### config.mk
export PLATFORM = sky130hd
export DESIGN_NAME = shared_reg_arbiter_flat
export DESIGN_NICKNAME = d
export VERILOG_FILES = /design/src/rtl/shared_reg_arbiter_if.sv /design/src/rtl/shared_reg_arbiter.sv /design/src/flat_wrapper.sv
export SDC_FILE = /design/constraint.sdc
export NUM_CORES = 1
export LEC_CHECK = 0
export ABC_AREA = 1
export CORE_MARGIN = 4
export CORE_UTILIZATION = 42
export DETAILED_ROUTE_END_ITERATION = 7
export GPL_TIMING_DRIVEN = 0
export HOLD_SLACK_MARGIN = 0.03
export PLACE_DENSITY = 0.93
export SKIP_CTS_REPAIR_TIMING = 1
export SLEW_MARGIN = 20
export SYNTH_ARGS = -nofsm -noshare
export SYNTH_HDL_FRONTEND = slang
export SYNTH_SLANG_ARGS = --single-unit
### constraint.sdc
create_clock -name clk -period 5.9 [get_ports clk]
set_input_delay 1.77 -clock clk [delete_from_list [all_inputs] [get_ports clk]]
set_output_delay 1.77 -clock clk [all_outputs]
set_load 0.005 [all_outputs]
### src/rtl/shared_reg_arbiter_if.sv
`default_nettype none
// ============================================================================
//  Module   : shared_reg_arbiter_if
//  Purpose  : Bundles the request/grant handshake and the shared-register
//             data paths of the two-requester round-robin arbiter.
//  Signals  : stall               - pipeline control, blocks new grants
//             req0/wr0/wdata0     - requester 0 request, write qualifier, data
//             req1/wr1/wdata1     - requester 1 request, write qualifier, data
//             gnt0/gnt1           - one-cycle grants (registered)
//             rdata               - shared register contents
//             busy                - high while a grant is active
//  Modports : slave  - the arbiter (consumes requests, drives grants/rdata)
//             master - the requester/control side
//  Revision : 1.0 - initial release
// ============================================================================
interface shared_reg_arbiter_if;

   logic        stall;
   logic        req0;
   logic        wr0;
   logic [63:0] wdata0;
   logic        req1;
   logic        wr1;
   logic [63:0] wdata1;
   logic        gnt0;
   logic        gnt1;
   logic [63:0] rdata;
   logic        busy;

   modport slave (
      input  stall,
      input  req0,
      input  wr0,
      input  wdata0,
      input  req1,
      input  wr1,
      input  wdata1,
      output gnt0,
      output gnt1,
      output rdata,
      output busy
   );

   modport master (
      output stall,
      output req0,
      output wr0,
      output wdata0,
      output req1,
      output wr1,
      output wdata1,
      input  gnt0,
      input  gnt1,
      input  rdata,
      input  busy
   );

endinterface : shared_reg_arbiter_if
`default_nettype wire

### src/rtl/shared_reg_arbiter.sv
`default_nettype none
// ============================================================================
//  Module   : shared_reg_arbiter
//  Purpose  : Two-requester round-robin arbiter owning one shared 64-bit
//             register. One requester is granted per cycle; its write data is
//             committed on the edge that ends its grant cycle.
//  Ports    : clk    - system clock, rising edge
//             reset  - asynchronous, active-high, clears all state
//             bus    - shared_reg_arbiter_if.slave (stall, req/wr/wdata x2,
//                      gnt0/gnt1, rdata, busy)
//  Revision : 1.0 - initial release
// ============================================================================
module shared_reg_arbiter (
   input  wire                    clk,
   input  wire                    reset,
   shared_reg_arbiter_if.slave    bus
);

   // One-hot-style encoding: each grant is a state bit, so the grant outputs
   // are taken straight from flip-flops with no decode glitches.
   localparam logic [1:0] ST_IDLE = 2'b00;
   localparam logic [1:0] ST_G0   = 2'b01;
   localparam logic [1:0] ST_G1   = 2'b10;

   logic [1:0]  state_q;
   logic [1:0]  state_d;
   logic        pri_q;      // 0: requester 0 wins a tie, 1: requester 1
   logic        pri_d;
   logic [63:0] data_q;     // the shared register
   logic [63:0] data_d;

   // -------------------------------------------------------------------------
   // State register
   // -------------------------------------------------------------------------
   always_ff @(posedge clk or posedge reset) begin
      if (reset) begin
         state_q <= ST_IDLE;
      end else begin
         state_q <= state_d;
      end
   end

   // -------------------------------------------------------------------------
   // Next-state logic
   // The current requester still holds its request during its own grant
   // cycle, so only the other requester's request is considered when leaving
   // a grant state; otherwise the same requester would be re-granted.
   // -------------------------------------------------------------------------
   always_comb begin
      state_d = ST_IDLE;
      case (state_q)
         ST_IDLE: begin
            if (bus.stall) begin
               state_d = ST_IDLE;
            end else if (bus.req0 && bus.req1) begin
               state_d = pri_q ? ST_G1 : ST_G0;
            end else if (bus.req0) begin
               state_d = ST_G0;
            end else if (bus.req1) begin
               state_d = ST_G1;
            end else begin
               state_d = ST_IDLE;
            end
         end
         ST_G0: begin
            state_d = (bus.req1 && !bus.stall) ? ST_G1 : ST_IDLE;
         end
         ST_G1: begin
            state_d = (bus.req0 && !bus.stall) ? ST_G0 : ST_IDLE;
         end
         default: begin
            // Unreachable encoding: recover to IDLE.
            state_d = ST_IDLE;
         end
      endcase
   end

   // -------------------------------------------------------------------------
   // Output logic (Moore: depends on the state register only)
   // -------------------------------------------------------------------------
   always_comb begin
      bus.gnt0  = (state_q == ST_G0);
      bus.gnt1  = (state_q == ST_G1);
      bus.busy  = (state_q == ST_G0) || (state_q == ST_G1);
      bus.rdata = data_q;
   end

   // -------------------------------------------------------------------------
   // Commit and priority update for the grant being completed this cycle.
   // A grant without the write qualifier (or with the request withdrawn)
   // leaves the register untouched; the pointer still rotates so the other
   // requester wins the next tie.
   // -------------------------------------------------------------------------
   always_comb begin
      data_d = data_q;
      pri_d  = pri_q;
      case (state_q)
         ST_G0: begin
            pri_d = 1'b1;
            if (bus.req0 && bus.wr0) begin
               data_d = bus.wdata0;
            end
         end
         ST_G1: begin
            pri_d = 1'b0;
            if (bus.req1 && bus.wr1) begin
               data_d = bus.wdata1;
            end
         end
         default: begin
            data_d = data_q;
            pri_d  = pri_q;
         end
      endcase
   end

   always_ff @(posedge clk or posedge reset) begin
      if (reset) begin
         pri_q  <= 1'b0;
         data_q <= 64'd0;
      end else begin
         pri_q  <= pri_d;
         data_q <= data_d;
      end
   end

endmodule : shared_reg_arbiter
`default_nettype wire
### src/flat_wrapper.sv
// flat-port wrapper written by rule: the top's interface ports become plain ports
module shared_reg_arbiter_flat 
  (clk, reset, bus_stall, bus_req0, bus_wr0, bus_wdata0, bus_req1, bus_wr1, bus_wdata1, bus_gnt0, bus_gnt1, bus_rdata, bus_busy);
  shared_reg_arbiter_if bus_i ();
  input  wire clk;
  input  wire reset;
  input wire logic [$bits(bus_i.stall)-1:0] bus_stall;
  input wire logic [$bits(bus_i.req0)-1:0] bus_req0;
  input wire logic [$bits(bus_i.wr0)-1:0] bus_wr0;
  input wire logic [$bits(bus_i.wdata0)-1:0] bus_wdata0;
  input wire logic [$bits(bus_i.req1)-1:0] bus_req1;
  input wire logic [$bits(bus_i.wr1)-1:0] bus_wr1;
  input wire logic [$bits(bus_i.wdata1)-1:0] bus_wdata1;
  output wire logic [$bits(bus_i.gnt0)-1:0] bus_gnt0;
  output wire logic [$bits(bus_i.gnt1)-1:0] bus_gnt1;
  output wire logic [$bits(bus_i.rdata)-1:0] bus_rdata;
  output wire logic [$bits(bus_i.busy)-1:0] bus_busy;
  assign bus_i.stall = bus_stall;
  assign bus_i.req0 = bus_req0;
  assign bus_i.wr0 = bus_wr0;
  assign bus_i.wdata0 = bus_wdata0;
  assign bus_i.req1 = bus_req1;
  assign bus_i.wr1 = bus_wr1;
  assign bus_i.wdata1 = bus_wdata1;
  assign bus_gnt0 = bus_i.gnt0;
  assign bus_gnt1 = bus_i.gnt1;
  assign bus_rdata = bus_i.rdata;
  assign bus_busy = bus_i.busy;
  shared_reg_arbiter u_core (.clk(clk), .reset(reset), .bus(bus_i));
endmodule
==> summary.md, run 1 <==
| Metric | Value |
|---|---|
| DIE AREA | `about 0.010 mm²` |
| WP data required | `between 4 and 5 ns` |
| Min Tclk post-route | `approximately 3.4 ns` |
| Aggregate negative setup slack | `0 ns` |
| Initial antenna violation count | `0` |
| Slowest CP cell | `clkdlybuf4s50_1` |
| Metal3 WL | `roughly 840 µm` |
| Initial core utilization | `0.436` |
| Hold Vio Cnt, Final | `0` |
| Slew @ Worst Pin | `0.442 ns` |
| Crit path kind | `flop to output pin` |
| Clk slew on worst S/H paths | `around 0.070 ns` |
| Die X-Extent | `101 µm` |
| Iter 0 DRT Violations | `~110` |
| DR vias | `roughly 4000` |
| Clock tree buffer depth | `2` |
| Core area | `approximately 0.0083 mm²` |
| Syn nets | `650` |
| First-pass GRT wire length | `18.5 mm` |
| GP Congestion | `just under 0.9` |
| All-Layer GR Usage | `0.227` |
| Most frequent cells in the layout | `nand2_1, clkdlybuf4s50_1, dfrtp_1` |
| CTS tree | `done` |
| DRC Markers | `0` |
| Num rows | `33` |
| DR vias/cell | `between 4 and 5` |
| Post-synth top area cell | `dfrtp_1` |
| Commonest non-fill, non-tap cell in the layout | `nand2_1` |
| Final HPWL DP | `around 9.1 mm` |
| RR Endpoint | `u_core.bus.rdata[21]` |
| Worst R2R Start | `u_core.state_q[0]` |
| CTS Buf Count | `9` |
| Number of global-route vias before repair | `4156` |
| Crit path launch type | `flop` |
| WL per Instance | `13.8 µm` |
| Crit path arrival time | `around 1.7 ns` |
| Post-Synthesis Cells | `511` |
| Power Total | `slightly above 2 mW` |
| Syn avg cell area | `around 7.0 µm²` |
| WL met2 | `6.05 mm` |
| Hold Crit Depth | `2` |
| CP endpoint kind | `output pin` |
| DIE HEIGHT | `between 100 and 150 µm` |
| CP peak stage delay | `between 0.5 and 0.6 ns` |
| Clock Sinks | `67` |
| N_diodes | `0` |
| Worst VDD drop | `0.172 mV` |
| Hold Startpoint | `u_core.bus.rdata[63]` |
| Top cells by area, synth | `dfrtp_1, nand2_1, nand3_1` |
| Grt total ovfl | `0` |
| Final Cycle Share | `0.579` |
| R2R Setup Slk | `about 4.3 ns` |
| # fillers | `between 600 and 700` |
| IO Port Bufs | `around 200` |
| Status | `completed` |
| Critical path launch point | `u_core.state_q[0]` |
| Reg2reg path depth | `7` |
| YS warnings | `0` |
| Clock Skews | `between 0.008 and 0.009 ns` |
| Final ANT Viol Nets | `0` |
| Top-level port count | `roughly 200` |
| Total of max-cap violations | `0` |
| Register area share after synthesis | `0.466` |
| Number of library cell types mapped by synthesis | `12` |
| Fmax | `just under 300 MHz` |
| RSZ-0062 raised after global routing | `false` |
| M1 WL | `approximately 4.3 mm` |
| Layout area overhead | `65.2%` |
| Top layer in use | `met4` |
| Hold Path Class | `flop to flop` |
| Synth top area share | `0.466` |
| H-tree lvl count | `3` |
| CTS root buf | `clkbuf_8` |
| Largest net degree at the start of global routing | `36` |
| Pwr Density | `340 mW/mm²` |
| Register bit total from synthesis | `67` |
| Critical Path Fanout Max | `6` |
| Latest clock arrival within the worst-skew pair | `0.32 ns` |
| Worst-path cell chain | `inv_1, ha_1, clkdlybuf4s50_1` |
| Delay-heaviest family, CP | `buffers and inverters` |
| Worst Path Buf+Inv | `2` |
| Leakage power | `3.03 nW` |
| Slew Viols, Final | `0` |
| NumNets Final | `863` |
| Layout cell share with drive strength beyond 1 | `0.0713` |
| Relative slew slack | `0.705` |
| Post-Syn Area | `0.00360 mm²` |
| Final setup viols | `0` |
| Drt pass-1 iters | `5` |
| Routed WL | `11.5 mm` |
| Hold worst-path end | `u_core.bus.rdata[63]` |
[flip-flops by register name (all words and copies together), names as in the netlist]
signal            count
u_core.bus.rdata     64
u_core.state_q        2
u_core.pri_q          1
[worst max path at each step]
stage | end | cells after the start
final | bus_gnt1 | 3
after floorplan | u_core.bus.rdata[0] | 1
after detailed placement | u_core.bus.rdata[31] | 7
after CTS | bus_gnt1 | 3
after global routing | bus_gnt1 | 3
after global placement | u_core.bus.rdata[31] | 2
[worst reg2reg max path: cells and delay by family, from the launching register on]
| kind | cells | cell delay (ns) |
|---|---|---|
| and+or+nand+nor | 3 | 0.34 |
| DFF | 1 | 0.39 |
| buffers and inverters | 3 | 0.58 |
| adders and majority gates | 1 | 0.27 |
[cell type report]
cell class | count | area (µm²) | share of cell area
Tap cell | 105 | 131 | 0.0221
Inverter | 6 | 25.0 | 0.00421
Clock buffer | 12 | 155 | 0.0261
Sequential cell | 67 | 1680 | 0.282
Buffer | 34 | 259 | 0.0436
Clock inverter | 4 | 25.0 | 0.00421
Multi-Input combinational cell | 404 | 1640 | 0.276
Timing Repair Buffer | 202 | 2030 | 0.342
[stage by stage]
step	hold slack (ns)	area, µm²	setup WS [ns]	instances	utilization
2_1_floorplan	0.465	3600	2.45	511	-
3_3_place_gp	0.453	5740	1.39	817	0.695
6_report	0.473	5940	2.48	834	0.720
5_1_grt	0.499	5940	2.41	834	0.720
3_5_place_dp	0.457	5760	2.67	818	0.698
4_1_cts	0.476	5940	2.47	834	0.720
[cell families after synthesis]
kind of cell,Yosys count,synth area share
AO/OA/AOI/OAI,4,0.00556
adder cells (fa/ha/maj),4,0.0139
buffers and inverters,40,0.0782
flip-flops,67,0.466
AND/OR/NAND/NOR,396,0.436
[Yosys cell counts]
| cell type | number |
|---|---|
| a21oi_1 | 3 |
| buf_2 | 15 |
| buf_4 | 8 |
| buf_6 | 11 |
| dfrtp_1 | 67 |
| ha_1 | 4 |
| inv_1 | 6 |
| nand2_1 | 328 |
| nand2_2 | 1 |
| nand3_1 | 65 |
| nor2_1 | 2 |
| o21ai_0 | 1 |
[layer usage]
layer / GRT usage / vias to the layer above
li1: - / 2005
met1: 0.250 / 1860
met2: 0.429 / 158
met3: 0.0388 / 20
met4: 0.0870 / 0
met5: 0 / -
[where the power goes]
part	switching [mW]	total [mW]	internal (mW)
sequential	0.113	0.771	0.658
clock	0.169	0.343	0.174
combinational	0.363	0.904	0.541
(Power assumes the default switching activity.)
==> run 2, diff against run 1 <==
--- a/config.mk
+++ b/config.mk
@@ -7,11 +7,11 @@
 export LEC_CHECK = 0
 export ABC_AREA = 1
 export CORE_MARGIN = 4
-export CORE_UTILIZATION = 42
+export CORE_UTILIZATION = 35
 export DETAILED_ROUTE_END_ITERATION = 7
 export GPL_TIMING_DRIVEN = 0
 export HOLD_SLACK_MARGIN = 0.03
-export PLACE_DENSITY = 0.93
+export PLACE_DENSITY = 0.83
 export SKIP_CTS_REPAIR_TIMING = 1
 export SLEW_MARGIN = 20
 export SYNTH_ARGS = -nofsm -noshare
==> constraint.sdc (replaced) <==
create_clock -name clk -period 2.9 [get_ports clk]
set_input_delay 0.87 -clock clk [delete_from_list [all_inputs] [get_ports clk]]
set_output_delay 0.87 -clock clk [all_outputs]
set_load 0.005 [all_outputs]
==> summary.md, run 2 (same netlist as run 1, synthesis figures left out) <==
| Metric | Value |
|---|---|
| DIE AREA | `approximately 0.012 mm²` |
| Hold Crit Depth | `2` |
| Most frequent cells in the layout | `nand2_1, clkdlybuf4s50_1, dfrtp_1` |
| R2R Setup Slk | `around 1.2 ns` |
| Min Tclk post-route | `between 2 and 3 ns` |
| CTS tree | `done` |
| Routed WL | `between 10 and 15 mm` |
| IO Port Bufs | `201` |
| DR vias/cell | `around 4.6` |
| Fin util | `0.605` |
| Hold Path Class | `flop to flop` |
| CP endpoint kind | `output pin` |
| Number of global-route vias before repair | `slightly below 4000` |
| DRC Markers | `0` |
| Drt pass-1 iters | `4` |
| Reg2reg path depth | `7` |
| Status | `completed` |
| Iter 0 DRT Violations | `~220` |
| Worst R2R Start | `u_core.state_q[0]` |
| Pwr Density | `roughly 700 mW/mm²` |
| Crit path launch type | `flop` |
| Initial core utilization | `0.363` |
| Layout area overhead | `66.6%` |
| Final setup viols | `0` |
| Layout Cells excl Fill | `between 800 and 900` |
| Layout cell share with drive strength beyond 1 | `0.0687` |
| Final Cycle Share | `0.871` |
| Core area | `0.00991 mm²` |
| Die X-Extent | `roughly 110 µm` |
| Crit path arrival time | `1.66 ns` |
| Slew @ Worst Pin | `0.356 ns` |
| Placed cells | `846` |
| WHS | `~0.47 ns` |
| Hold worst-path end | `u_core.bus.rdata[43]` |
| Relative slew slack | `0.762` |
| Largest net degree at the start of global routing | `between 40 and 50` |
| H-tree lvl count | `3` |
| Worst VDD drop | `between 0.3 and 0.4 mV` |
| Commonest non-fill, non-tap cell in the layout | `nand2_1` |
| Clock Skews | `~0.012 ns` |
| Slew Viols, Final | `0` |
| NumNets Final | `~860` |
| Critical Path Fanout Max | `6` |
| Num rows | `36` |
| Power Total | `between 4 and 5 mW` |
| Grt total ovfl | `0` |
| Crit path kind | `flop to output pin` |
| Clock Sinks | `67` |
| WL per Instance | `~14 µm` |
| Final HPWL DP | `roughly 9.3 mm` |
| Hold Vio Cnt, Final | `0` |
| Max FFs per register | `64` |
| Fmax | `396 MHz` |
| N_diodes | `0` |
| GP Congestion | `0.812` |
| Aggregate negative setup slack | `0 ns` |
| CTS root buf | `clkbuf_8` |
| Leakage power | `a little over 3 nW` |
| RSZ-0062 raised after global routing | `false` |
| DIE HEIGHT | `109 µm` |
| Hold Startpoint | `u_core.bus.rdata[43]` |
| Clock tree buffer depth | `2` |
| Final ANT Viol Nets | `0` |
| WP data required | `roughly 2.0 ns` |
| All-Layer GR Usage | `0.194` |
| Total of max-cap violations | `0` |
| Initial antenna violation count | `0` |
| DR vias | `between 3000 and 4000` |
| CTS Buf Count | `9` |
| RR Endpoint | `u_core.bus.rdata[35]` |
| Top-level port count | `~200` |
| First-pass GRT wire length | `~18 mm` |
| Latest clock arrival within the worst-skew pair | `~0.33 ns` |
| Clk slew on worst S/H paths | `0.07 ns` |
## run 2: power by group
part / internal, mW / switching (mW) / leakage, nW
logic: 1.10 / 0.735 / 2.10
registers: 1.34 / 0.222 / 0.838
clock network: 0.439 / 0.334 / 0.0995
total: 2.88 / 1.29 / 3.04
## run 2: worst max path at each step
stage | startpoint | to | slack (ns) | depth (start not counted)
global route | u_core.state_q[0] | bus_gnt1 | 0.30 | 3
global placement | reset | u_core.bus.rdata[10] | -0.77 | 2
detailed placement | bus_req1 | u_core.bus.rdata[35] | 0.53 | 7
CTS | u_core.state_q[0] | bus_gnt1 | 0.35 | 3
floorplan | reset | u_core.bus.rdata[0] | 0.35 | 1
finish | u_core.state_q[0] | bus_gnt1 | 0.37 | 3
## run 2: area by class of cell
type	instances	area, µm²
fill	917	3920
clock buffer	13	159
multi-input combinational	404	1640
sequential	67	1680
buffer	34	259
clock inverter	2	35.0
timing repair buffer	202	2030
tap	133	166
inverter	6	25.0
## run 2: worst max-delay path: stages, from the launching register on
cell and delay [ns]:
dfrtp_1 0.41, inv_1 0.10, ha_1 0.27, clkdlybuf4s50_1 0.54
## run 2: per-stage QoR
step | instance area (µm²) | setup WS [ns]
after floorplan | 3600 | 0.347
after global placement | 5780 | -0.768
after detailed placement | 5800 | 0.532
after CTS | 5990 | 0.353
after global routing | 5990 | 0.299
final | 5990 | 0.375
## run 2: routing by layer
layer	routed length (µm)	vias up	GRT usage
met1	4560	1827	0.229
met2	6110	140	0.347
li1	-	2003	-
met3	862	22	0.0464
met5	0	-	0
met4	257	0	0.0614
==> run 3, diff against run 2 <==
--- a/config.mk
+++ b/config.mk
@@ -7,7 +7,7 @@
 export LEC_CHECK = 0
 export ABC_AREA = 1
 export CORE_MARGIN = 4
-export CORE_UTILIZATION = 35
+export CORE_UTILIZATION = 39
 export DETAILED_ROUTE_END_ITERATION = 7
 export GPL_TIMING_DRIVEN = 0
 export HOLD_SLACK_MARGIN = 0.03
==> constraint.sdc (replaced) <==
create_clock -name clk -period 2.6 [get_ports clk]
set_input_delay 0.78 -clock clk [delete_from_list [all_inputs] [get_ports clk]]
set_output_delay 0.78 -clock clk [all_outputs]
set_load 0.005 [all_outputs]
==> summary.md, run 3 (same netlist as run 1, synthesis figures left out) <==
| Metric | Value |
|---|---|
| Layout cell share with drive strength beyond 1 | `0.0686` |
| IO Port Bufs | `201` |
| Final HPWL DP | `roughly 9 mm` |
| Max FFs per register | `64` |
| DP Worst Slack | `between 0.3 and 0.4 ns` |
| # fillers | `776` |
| Internal | `between 3 and 4 mW` |
| Final setup viols | `0` |
| Clock tree buffer depth | `2` |
| H-tree lvl count | `3` |
| DR vias | `4059` |
| DRC Markers | `0` |
| Reg2reg path depth | `7` |
| Crit path arrival time | `1.64 ns` |
| Initial antenna violation count | `0` |
| DR vias/cell | `~4.8` |
| Initial core utilization | `0.407` |
| Crit path kind | `flop to output pin` |
| RSZ-0062 raised after global routing | `false` |
| Hold Crit Depth | `2` |
| Fmax | `roughly 410 MHz` |
| WP data required | `between 1.5 and 2 ns` |
| Iter 0 DRT Violations | `around 170` |
| Aggregate negative setup slack | `0 ns` |
| Most frequent cells in the layout | `nand2_1, clkdlybuf4s50_1, dfrtp_1` |
| Number of global-route vias before repair | `about 3900` |
| Die X-Extent | `around 100 µm` |
| Leakage power | `3.03 nW` |
| Clock Skews | `about 0.0098 ns` |
| First-pass GRT wire length | `between 15 and 20 mm` |
| Critical path launch point | `u_core.state_q[0]` |
| Crit path launch type | `flop` |
| Status | `completed` |
| Worst VDD drop | `between 0.3 and 0.4 mV` |
| Relative slew slack | `0.757` |
| DIE AREA | `0.0108 mm²` |
| Clock Sinks | `67` |
| Core area | `0.00885 mm²` |
| All-Layer GR Usage | `0.208` |
| Final instance area | `around 0.0059 mm²` |
| Switch share | `0.316` |
| Slew Viols, Final | `0` |
| Top-level port count | `202` |
| CTS root buf | `clkbuf_8` |
| Hold Startpoint | `u_core.bus.rdata[32]` |
| CTS Buf Count | `9` |
| Layout area overhead | `65.1%` |
| Num rows | `34` |
| Cell Area, Placed | `around 0.0058 mm²` |
| Slew @ Worst Pin | `around 0.36 ns` |
| Final ANT Viol Nets | `0` |
| N_diodes | `0` |
| Largest net degree at the start of global routing | `41` |
| Sequential share of power | `0.383` |
| Fin worst setup slack | `around 0.18 ns` |
| WL per Instance | `around 14 µm` |
| DIE HEIGHT | `around 100 µm` |
| Drt pass-1 iters | `4` |
| GP Congestion | `approximately 0.82` |
| CP endpoint kind | `output pin` |
| Switching power | `approximately 1.4 mW` |
| Latest clock arrival within the worst-skew pair | `roughly 0.33 ns` |
| Hold Path Class | `flop to flop` |
| Clk pwr share | `0.169` |
| Min Tclk post-route | `between 2 and 2.5 ns` |
| NumNets Final | `about 860` |
| Final Cycle Share | `0.931` |
| Routed WL | `roughly 11 mm` |
| Commonest non-fill, non-tap cell in the layout | `nand2_1` |
| Grt total ovfl | `0` |
| CTS tree | `done` |
| Clk slew on worst S/H paths | `0.07 ns` |
| Total of max-cap violations | `0` |
| Critical Path Fanout Max | `6` |
| Pwr Density | `~770 mW/mm²` |
| Hold Vio Cnt, Final | `0` |
| Comb power frac | `0.448` |
| Worst R2R Start | `u_core.state_q[0]` |
==> run 3: cell count changes in the layout (fill, tap and decap cells not counted) <==
cell       previous run  this run
clkbuf_1              2         3
bufinv_16             1         0
clkinv_2              1         2
==> run 3: power by group through the flow <==
stage | Clock, mW | Combinational, mW | Sequential [mW]
after floorplan | 0 | 0.673 | 1.78
after global placement | 0 | 2.02 | 1.74
after detailed placement | 0 | 2.07 | 1.76
after CTS | 0.786 | 2.08 | 1.75
after global routing | 0.835 | 2.24 | 1.80
final | 0.770 | 2.04 | 1.74
==> run 3: area by class of cell <==
class	instances	area, µm²	area share
repair buffers	202	2030	0.342
flip-flops and latches	67	1680	0.282
multi-input cells	404	1640	0.276
plain buffers	34	259	0.0436
clock buffers	14	163	0.0274
well taps	108	135	0.0227
inverters	6	25.0	0.00421
clock inverters	2	10.0	0.00168
==> run 3: per-layer routing <==
metal	routed length [µm]	vias up	global-route usage
li1	-	2004	-
met1	4700	1880	0.243
met2	5760	160	0.376
met3	800	15	0.0484
met4	218	0	0.0665
met5	0	-	0
==> run 3: final timing paths <==
kind	slack [ns]	endpoint
max in group asynchronous	1.28	u_core.bus.rdata[3]
min in group asynchronous	0.78	u_core.bus.rdata[41]
worst min-delay path	0.47	u_core.bus.rdata[32]
worst max-delay path	0.18	bus_gnt1
worst max register to register	0.98	u_core.bus.rdata[25]
worst min register to register	0.47	u_core.bus.rdata[32]
==> run 3: worst max-delay path, stage by stage, from the launching register on <==
cell and delay, ns:
dfrtp_1 0.41, inv_1 0.09, ha_1 0.25, clkdlybuf4s50_1 0.55
==> run 3: stage by stage <==
| step | total power [mW] | utilization | hold slack (ns) | std cells |
|---|---|---|---|---|
| 5_1_grt | 4.87 | 0.671 | 0.493 | 837 |
| 6_report | 4.56 | 0.671 | 0.471 | 837 |
| 4_1_cts | 4.61 | 0.671 | 0.473 | 837 |
| 3_5_place_dp | 3.83 | 0.652 | 0.457 | 821 |
| 3_3_place_gp | 3.76 | 0.649 | 0.452 | 820 |
| 2_1_floorplan | 2.45 | - | 0.465 | 511 |
